--- src/rtl/absmem_wlog.sv ---
// rtl/absmem_wlog.sv - one side's coalescing write log with read and cross-side lookup ports
module absmem_wlog #(
    parameter int AW    = 8,
    parameter int DW    = 8,
    parameter int DEPTH = 4,
    parameter int CW    = 3
) (
    input  logic                       clk,
    input  logic                       rst_n,
    input  logic                       wen,
    input  logic [AW-1:0]              waddr,
    input  logic [DW-1:0]              wdata,
    input  logic [AW-1:0]              raddr,
    output logic                       rhit,
    output logic [DW-1:0]              rdata,
    input  logic [DEPTH-1:0][AW-1:0]   xaddr,
    output logic [DEPTH-1:0]           xhit,
    output logic [DEPTH-1:0][DW-1:0]   xdata,
    output logic [DEPTH-1:0]           ent_valid,
    output logic [DEPTH-1:0][AW-1:0]   ent_addr,
    output logic [DEPTH-1:0][DW-1:0]   ent_data,
    output logic [CW-1:0]              cnt,
    output logic                       full,
    output logic                       whit
);

    logic [DEPTH-1:0]         valid_q;
    logic [DEPTH-1:0][AW-1:0] addr_q;
    logic [DEPTH-1:0][DW-1:0] data_q;
    logic [CW-1:0]            cnt_q;
    logic [DEPTH-1:0]         whit_vec;

    assign full      = (cnt_q == CW'(DEPTH));
    assign cnt       = cnt_q;
    assign ent_valid = valid_q;
    assign ent_addr  = addr_q;
    assign ent_data  = data_q;

    always_comb begin
        whit_vec = '0;
        rhit     = 1'b0;
        rdata    = '0;
        xhit     = '0;
        xdata    = '0;
        for (int i = 0; i < DEPTH; i++) begin
            whit_vec[i] = valid_q[i] && (addr_q[i] == waddr);
            if (valid_q[i] && (addr_q[i] == raddr)) begin
                rhit  = 1'b1;
                rdata = data_q[i];
            end
        end
        // Addresses are unique within a log, so at most one entry hits per lookup.
        for (int j = 0; j < DEPTH; j++) begin
            for (int i = 0; i < DEPTH; i++) begin
                if (valid_q[i] && (addr_q[i] == xaddr[j])) begin
                    xhit[j]  = 1'b1;
                    xdata[j] = data_q[i];
                end
            end
        end
    end

    assign whit = |whit_vec;

    always_ff @(posedge clk or negedge rst_n) begin
        if (!rst_n) begin
            valid_q <= '0;
            addr_q  <= '0;
            data_q  <= '0;
            cnt_q   <= '0;
        end else if (wen) begin
            if (whit) begin
                for (int i = 0; i < DEPTH; i++) begin
                    if (whit_vec[i]) data_q[i] <= wdata;
                end
            end else if (!full) begin
                for (int i = 0; i < DEPTH; i++) begin
                    if (cnt_q == CW'(i)) begin
                        valid_q[i] <= 1'b1;
                        addr_q[i]  <= waddr;
                        data_q[i]  <= wdata;
                    end
                end
                cnt_q <= cnt_q + 1'b1;
            end
        end
    end

endmodule

--- src/rtl/absmem_wlog_multi.sv ---
// rtl/absmem_wlog_multi.sv - dual write-log abstract memory over a shared symbolic base array
module absmem_wlog_multi #(
    parameter int AW    = 8,
    parameter int DW    = 8,
    parameter int TTS   = 256,
    parameter int DEPTH = 4,
    parameter int CW    = $clog2(DEPTH + 1)
) (
    input  logic          clk,
    input  logic          rst_n,
    input  logic          issue,
    input  logic          compare,
    input  logic [AW-1:0] vlg_raddr,
    input  logic          vlg_ren,
    output logic [DW-1:0] vlg_rdata,
    input  logic [AW-1:0] vlg_waddr,
    input  logic [DW-1:0] vlg_wdata,
    input  logic          vlg_wen,
    input  logic [DW-1:0] vlg_r_rand_input,
    input  logic [AW-1:0] ila_raddr,
    input  logic          ila_ren,
    output logic [DW-1:0] ila_rdata,
    input  logic [AW-1:0] ila_waddr,
    input  logic [DW-1:0] ila_wdata,
    input  logic          ila_wen,
    input  logic [DW-1:0] ila_r_rand_input,
    output logic          equal,
    output logic          overflow,
    output logic [CW-1:0] vlg_cnt,
    output logic [CW-1:0] ila_cnt
);

    logic armed_q;
    logic overflow_q;
    logic [DW-1:0] mem [TTS];

    // The base array is a free symbolic value: it holds whatever it starts with.
    always_ff @(posedge clk) mem <= mem;

    logic vlg_ren_real, vlg_wen_real, ila_ren_real, ila_wen_real;
    assign vlg_ren_real = vlg_ren & armed_q & ~compare;
    assign vlg_wen_real = vlg_wen & armed_q & ~compare;
    assign ila_ren_real = ila_ren & armed_q & ~compare;
    assign ila_wen_real = ila_wen & armed_q & ~compare;

    logic                     vlg_rhit, ila_rhit, vlg_full, ila_full, vlg_whit, ila_whit;
    logic [DW-1:0]            vlg_hdata, ila_hdata;
    logic [DEPTH-1:0]         vlg_valid, ila_valid, vlg_xhit, ila_xhit;
    logic [DEPTH-1:0][AW-1:0] vlg_addr, ila_addr;
    logic [DEPTH-1:0][DW-1:0] vlg_data, ila_data, vlg_xdata, ila_xdata;

    absmem_wlog #(.AW(AW), .DW(DW), .DEPTH(DEPTH), .CW(CW)) u_vlg (
        .clk(clk), .rst_n(rst_n),
        .wen(vlg_wen_real), .waddr(vlg_waddr), .wdata(vlg_wdata),
        .raddr(vlg_raddr), .rhit(vlg_rhit), .rdata(vlg_hdata),
        .xaddr(ila_addr), .xhit(vlg_xhit), .xdata(vlg_xdata),
        .ent_valid(vlg_valid), .ent_addr(vlg_addr), .ent_data(vlg_data),
        .cnt(vlg_cnt), .full(vlg_full), .whit(vlg_whit)
    );

    absmem_wlog #(.AW(AW), .DW(DW), .DEPTH(DEPTH), .CW(CW)) u_ila (
        .clk(clk), .rst_n(rst_n),
        .wen(ila_wen_real), .waddr(ila_waddr), .wdata(ila_wdata),
        .raddr(ila_raddr), .rhit(ila_rhit), .rdata(ila_hdata),
        .xaddr(vlg_addr), .xhit(ila_xhit), .xdata(ila_xdata),
        .ent_valid(ila_valid), .ent_addr(ila_addr), .ent_data(ila_data),
        .cnt(ila_cnt), .full(ila_full), .whit(ila_whit)
    );

    always_ff @(posedge clk or negedge rst_n) begin
        if (!rst_n) begin
            armed_q    <= 1'b0;
            overflow_q <= 1'b0;
        end else begin
            armed_q    <= armed_q | issue;
            overflow_q <= overflow_q
                        | (vlg_wen_real & vlg_full & ~vlg_whit)
                        | (ila_wen_real & ila_full & ~ila_whit);
        end
    end

    assign overflow  = overflow_q;
    assign vlg_rdata = vlg_ren_real ? (vlg_rhit ? vlg_hdata : mem[vlg_raddr]) : vlg_r_rand_input;
    assign ila_rdata = ila_ren_real ? (ila_rhit ? ila_hdata : mem[ila_raddr]) : ila_r_rand_input;

    // An entry absent from the other log must match the untouched base value.
    logic [DEPTH-1:0] vlg_ok_vec, ila_ok_vec;
    for (genvar i = 0; i < DEPTH; i++) begin : g_eq
        assign vlg_ok_vec[i] = ~vlg_valid[i] |
                               (ila_xhit[i] ? (ila_xdata[i] == vlg_data[i])
                                            : (vlg_data[i] == mem[vlg_addr[i]]));
        assign ila_ok_vec[i] = ~ila_valid[i] |
                               (vlg_xhit[i] ? (vlg_xdata[i] == ila_data[i])
                                            : (ila_data[i] == mem[ila_addr[i]]));
    end

    assign equal = compare & ~overflow_q & (&vlg_ok_vec) & (&ila_ok_vec);

endmodule

--- config.mk ---
export PLATFORM = sky130hd
export DESIGN_NAME = absmem_wlog_multi
export DESIGN_NICKNAME = d
export VERILOG_FILES = /design/src/rtl/absmem_wlog.sv /design/src/rtl/absmem_wlog_multi.sv
export SDC_FILE = /design/constraint.sdc
export NUM_CORES = 1
export LEC_CHECK = 0
export BUFFER_PORTS_ARGS = -buffer_cell sky130_fd_sc_hd__clkbuf_2
export CAP_MARGIN = 20
export CORE_MARGIN = 2
export CORE_UTILIZATION = 60
export DETAILED_ROUTE_END_ITERATION = 10
export GPL_TIMING_DRIVEN = 0
export HOLD_SLACK_MARGIN = 0.03
export PLACE_DENSITY = 0.8
export SLEW_MARGIN = 10
export SYNTH_ARGS = -nofsm -noshare
export SYNTH_HDL_FRONTEND = slang
export SYNTH_SLANG_ARGS = --single-unit
--- constraint.sdc ---
create_clock -name clk -period 7.15 [get_ports clk]
set_clock_uncertainty 0.2 [all_clocks]
set_input_delay 0.715 -clock clk [delete_from_list [all_inputs] [get_ports clk]]
set_output_delay 0.715 -clock clk [all_outputs]
set_load 0.01 [all_outputs]
# ---- After elaboration in Yosys (flattened, before gate mapping)
# Memory sizes are Yosys's and may differ from the RTL's.
# Index checks and enable logic that the tools add are counted.
dict set report totals {
  ff_bits 144
  latchBits 0
  mem_bits_rw 0
  in_bits 72
  out_inout_bits 24
  n_memories 10
  mem_bits_ro 20480
}
dict set report classes {
  muxes 132
  mul 0
  n_reduce_logical 80
  n_bitwise 50
  addsub 2
  eq_ne 82
  div_mod_pow 0
  shifts 0
  magnitude_cmp 10
}
# name depth word_bits rd rd_clocked_by_memory_dff write_ports line_no
set memory_table {}
lappend memory_table {{(name not given)} 256 8 1 0 0 absmem_wlog_multi.sv:94} ;# : (ila_data[i] == mem[ila_addr[i]]));
lappend memory_table {{(name not given)} 256 8 1 0 0 absmem_wlog_multi.sv:91} ;# : (vlg_data[i] == mem[vlg_addr[i]]));
lappend memory_table {{(name not given)} 256 8 1 0 0 absmem_wlog_multi.sv:94}
lappend memory_table {{(name not given)} 256 8 1 0 0 absmem_wlog_multi.sv:91}
lappend memory_table {{(name not given)} 256 8 1 0 0 absmem_wlog_multi.sv:94}
lappend memory_table {{(name not given)} 256 8 1 0 0 absmem_wlog_multi.sv:91}
lappend memory_table {{+4 memories} -- -- -- -- -- --}
# op n
set ops {}
lappend ops {{$mux 8} 80}
lappend ops {{$eq 8x8->1} 64}
lappend ops {{$mux 32} 4}
lappend ops {{$ge 9x9->1 const B} 10}
lappend ops {{$not 8->9} 10}
lappend ops {{$reduce_and 4->1} 18}
lappend ops {{$logic_and 1x1->1} 48}
lappend ops {{$mux 1} 48}
lappend ops {{$ne 2x1->1 const B} 10}
lappend ops {{$reduce_bool 2->1} 8}
lappend ops {{$and 1x1->1} 15}
lappend ops {{$not 1->1} 14}
lappend ops {{$eq 3x2->1 const B} 4}
lappend ops {{$or 1x1->1} 11}
lappend ops {{$reduce_or 4->1} 2}
lappend ops {{$add 3x1->3 const B} 2}
lappend ops {{$eq 3x1->1 const B} 2}
lappend ops {{$eq 3x3->1 const B} 2}
lappend ops {{$logic_not 3->1} 2}
lappend ops {{$reduce_and 3->1} 2}

# ---- Longest topological paths before layout
dict set report logic_depth {
  word_depth 12
  mapped_depth 13
  mapped_depth_nobuf 10
}

# ---- Modules after synthesis
# From an unflattened synthesis, not the netlist that was laid out.
dict set report unflattened {
  hier_cells 1933
  hier_area_um2 16219.3
}
# module n_inst seq_area_each_um2 area_each_um2 cells_each
set by_module_without_submodules {}
lappend by_module_without_submodules {absmem_wlog 2 1776.7 7587.3 907}
lappend by_module_without_submodules {absmem_wlog_multi 1 50.0 1044.8 119}

# ---- Least setup slack after synthesis
# No wires, ideal clock.
dict set report synth_path {
  path_type {in2out}
  from {in ila_raddr[7]}
  to {out ila_rdata[7]}
  required_ns 6.235
  stages 11
  setup_slack_ns 3.384
  arrival_time_ns 2.851
  cell_sequence {clkbuf_1 -> xnor2_1 -> nand3_1 -> nor4_1 -> nor3_1 -> a22oi_1 -> nor2_1 -> a21oi_1 -> nor2_1 -> a21oi_1 -> o21ai_0}
}
dict set report synth_via {
  elab_chain_cells 8
}
# element line_no
set synth_rtl {}
lappend synth_rtl {{from (decl)} absmem_wlog_multi.sv:20} ;# input logic [AW-1:0] ila_raddr,
lappend synth_rtl {{branches (longest 6 deep; another with $mem_v2 256x8)} --}
lappend synth_rtl {{$mux 8 (*) (2 in a row)} absmem_wlog_multi.sv:84} ;# assign ila_rdata = ila_ren_real ? (ila_rhit ? ila_hdata : mem[ila_raddr]) : ila_r_rand_input;
lappend synth_rtl {{to (decl)} absmem_wlog_multi.sv:22} ;# output logic [DW-1:0] ila_rdata,
# Mark *: on every way between the ends. The select of a mux whose other input is x is not followed.

# ---- Worst setup path after layout
dict set report layout_path {
  from {reg u_vlg.addr_q, in the netlist u_vlg.ent_addr[18]}
  to {out equal}
}
dict set report layout_via {
  elab_chain_cells 12
}
# element line_no
set layout_rtl {}
lappend layout_rtl {{from (decl)} absmem_wlog.sv:28} ;# logic [DEPTH-1:0][AW-1:0] addr_q;
lappend layout_rtl {{from (signal, indexed assignment)} absmem_wlog.sv:80} ;# addr_q[i] <= waddr;
lappend layout_rtl {{branches (longest 11 deep; another with $mem_v2 256x8)} --}
lappend layout_rtl {{$and 1x1->1 (*)} absmem_wlog_multi.sv:97} ;# assign equal = compare & ~overflow_q & (&vlg_ok_vec) & (&ila_ok_vec);
lappend layout_rtl {{to (decl)} absmem_wlog_multi.sv:27} ;# output logic equal,
# Marked as above.

==> metrics.md <==
| Metric | Value |
|---|---|
| Slew Viols, Final | 0 |
| Total number of vias | 12390 |
| Yosys cell types | 68 |
| Vias per Instance | 6.753 |
| RR Endpoint | u_ila.ent_data[31]$_DFFE_PN0P_ |
| Combinational Power Share | 62.1% |
| Maximum clock path buffer count | 2 |
| CTS Root Cell | clkbuf_16 |
| RSZ-0062 raised after global routing | false |
| ANT cells | 0 |
| Core area | 0.02109 mm² |
| Max Clock Freq | 0.1799 GHz |
| Fin worst setup slack | 1.593 ns |
| TNS Setup | 0 ns |
| Relative slew slack | 15.88% |
| Cell-internal power | 3258 µW |
| WL final | 45980 µm |
| Routed Antenna Nets | 0 |
| Placer's final routability congestion estimate | 1.059 |
| Hold Buf Count CTS | 0 |
| FF+latch count, synth | 144 |
| Min-delay worst type | input pin to asynchronous set/reset pin |
| CTS tree | built |
| First-pass GRT wire length | 69280 µm |
| CP Launch Type | register |
| CP required | 6.23 ns |
| Ys async rst share | 100.0% |
| Maximum vdd ir drop | 0.2756 mV |
| Global route overflow | 0 |
| Final net count | 1629 |
| Post-Syn Instances | 1449 |
| Dpl hpwl | 34300 µm |
| Psw | 3167 µW |
| Post-CTS Setup Bufs | 0 |
| Multi-input logic area | 0.008384 mm² |
| DP Worst Slack | 2.282 ns |
| Critical Path Fanout Max | 8 |
| Slew @ Worst Pin | 1.251 ns |
| R2R Setup Slk | 3.37 ns |
| Minimum clock period | 5.557 ns |
| Max-Cap Viols | 0 |
| # resized after CTS | 0 |
| Clk slew on worst S/H paths | 0.07 ns |
| FP Rows | 53 |
| Detailed Routing Iterations Pass 1 | 6 |
| Final hold vios | 0 |
| Vias in the first global route | 11900 |
| Status | completed |
| DR WL/cell | 25.07 µm |
| Layout cells sized above 1 | 22.77% |
| Synthesized cell area | 0.01295 mm² |
| Sequential Power Share | 24.1% |
| Area delta synth->final | 10.47% |
| Period utilisation layout | 77.72% |
| Initial antenna violation count | 0 |
| Number of synthesized flops with an enable pin | 0 |
| 1st-iter DRT viols | 1624 |
| I/O pins | 96 |
| Die ar. | 0.02277 mm² |
| Htree depth | 4 |
| IO Port Bufs | 71 |
| Start of the worst register-to-register path | u_ila.ent_valid[2]$_DFFE_PN0P_ |
| Prevailing post-synth register cell | dfrtp_1 |
| Leakage power | 0.005575 µW |
| Number of CTS-inserted buffers | 17 |
| Clk pwr share | 13.8% |
| Layout filler cell count | 1736 |
| Clk_lat worst skew | 0.43 ns |
| Setup violators final | 0 |
| Die height | 150.9 µm |
| Worst R2R Path Depth | 7 |
| Clock Sink Count | 144 |
| Largest net degree at the start of global routing | 94 |
| Total track usage | 40.86% |
| Net Count, Synth | 1531 |
| Yosys warning count | 0 |
| Register area | 0.003603 mm² |
| Power Density | 449.1 mW/mm² |
| Avg Cell Area, Syn | 8.937 µm² |
| Die W | 150.9 µm |
| Initial Util | 61.41% |
| Switching Share | 49.29% |
| CP Class | register to primary output |
| Power, Total | 6424 µW |
| Drc violations | 0 |
| CP Data Arrival Time | 4.64 ns |
| CP endpoint kind | primary output |
| Sequential fraction of the synthesis area | 27.83% |
cell usage in the layout (no fill, tap or decap), types with 18 or more instances in the layout:
| cell | n |
|---|---|
| nor4_1 | 31 |
| clkbuf_1 | 60 |
| buf_2 | 66 |
| a21oi_1 | 72 |
| nand2_1 | 101 |
| nor2_1 | 40 |
| nand3_1 | 37 |
| xnor2_1 | 190 |
| inv_1 | 20 |
| a22oi_1 | 41 |
| mux2_2 | 122 |
| clkbuf_2 | 71 |
| xor2_1 | 126 |
| nor3_1 | 44 |
| o21ai_0 | 38 |
| nand4_1 | 66 |
| o311ai_0 | 18 |
| a221oi_1 | 26 |
| dfrtp_1 | 144 |
cell usage after synthesis (all sizes together), types with 3 or more instances:
library cell	number	area share, %
a221oi	26	1.8
buf	90	4.0
o31ai	7	0.41
nor4	46	2.8
o221ai	11	0.74
o22ai	4	0.19
nand3b	4	0.23
and2	16	0.78
a21oi	72	2.8
mux2	122	11
inv	20	0.58
xnor2	190	13
and3	7	0.34
nand2	102	3.0
mux2i	7	0.54
o21ai	38	1.5
ha	10	0.97
or3	5	0.26
o311ai	21	1.4
or2	3	0.14
a22oi	44	2.7
nor2	40	1.2
nor2b	14	0.68
a311oi	6	0.45
dfrtp	144	28
nand4	66	3.2
o211ai	11	0.68
a31oi	6	0.29
o2111a	4	0.35
clkbuf	71	2.8
and4	5	0.34
nor3	46	1.9
nand3	37	1.4
nand2b	3	0.14
xor2	126	8.5
worst max-delay path: stages, from the launching register on:
cell and delay, ns:
dfrtp_1 0.32, clkbuf_1 0.44, xor2_1 0.15, nor4_2 0.77, nand3_1 0.48, o311ai_0 0.25, a22oi_1 0.13, xnor2_1 0.17
nor4_1 0.55, a21oi_1 0.20, a2111oi_2 0.30, and4_1 0.28, clkbuf_2 0.16
cell type report:
cell class | count | area share, %
Clock inverter | 14 | 0.9271
Multi-Input combinational cell | 1121 | 58.61
Timing Repair Buffer | 79 | 3.044
Sequential cell | 144 | 25.19
Inverter | 22 | 0.5772
Clock buffer | 17 | 2.974
Buffer | 162 | 6.280
Tap cell | 275 | 2.405
flip-flops by register name (all words and copies together), names as in the netlist:
register	cells
u_vlg.ent_addr	32
u_ila.ent_valid	4
overflow	1
armed_q	1
u_vlg.ent_data	32
u_ila.cnt	3
u_ila.ent_addr	32
u_vlg.cnt	3
u_ila.ent_data	32
u_vlg.ent_valid	4
worst max-delay path by stage:
stage / from / to / slack, ns
floorplan: ila_raddr[7] / ila_rdata[7] / 3.38
global placement: u_vlg.ent_addr[18]$_DFFE_PN0P_ / equal / 2.31
detailed placement: u_vlg.ent_addr[18]$_DFFE_PN0P_ / equal / 2.28
CTS: u_vlg.ent_addr[18]$_DFFE_PN0P_ / equal / 1.81
global route: u_vlg.ent_addr[18]$_DFFE_PN0P_ / equal / 1.38
finish: u_vlg.ent_addr[18]$_DFFE_PN0P_ / equal / 1.59
logic make-up after synthesis:
logic type / after synthesis / share of synthesized area (%)
AO/OA/AOI/OAI: 269 / 14.59
flip-flops: 144 / 27.83
XOR/XNOR: 316 / 21.37
adder cells (fa/ha/maj): 10 / 0.9662
AND/OR/NAND/NOR: 397 / 16.52
multiplexers: 129 / 11.15
buffers and inverters: 184 / 7.575
metrics by stage:
stage	utilization (%)	instances	instance area, µm²	hold slack [ns]
3_5_place_dp	65.10	1799	13730	0.2541
3_3_place_gp	64.73	1795	13650	0.2446
4_1_cts	67.75	1830	14290	0.04749
5_1_grt	67.84	1834	14310	0.06007
6_report	67.84	1834	14310	0.01664
2_1_floorplan	-	1449	12950	0.2194
power by group through the flow:
stage / clock [µW] / combinational, µW / sequential (µW)
2_1_floorplan: 0 / 2890 / 1400
3_3_place_gp: 0 / 3730 / 1520
3_5_place_dp: 0 / 3840 / 1540
4_1_cts: 885 / 3870 / 1520
5_1_grt: 919 / 4210 / 1570
6_report: 889 / 3990 / 1550
routing by layer:
metal | up-vias | global-route usage, % | wire length (µm)
met1 | 5914 | 53.21 | 17860
met5 | - | 0 | 0
met3 | 213 | 6.988 | 4533
li1 | 5410 | - | -
met2 | 848 | 64.07 | 20580
met4 | 0 | 23.93 | 3011
(Power assumes the default switching activity.)
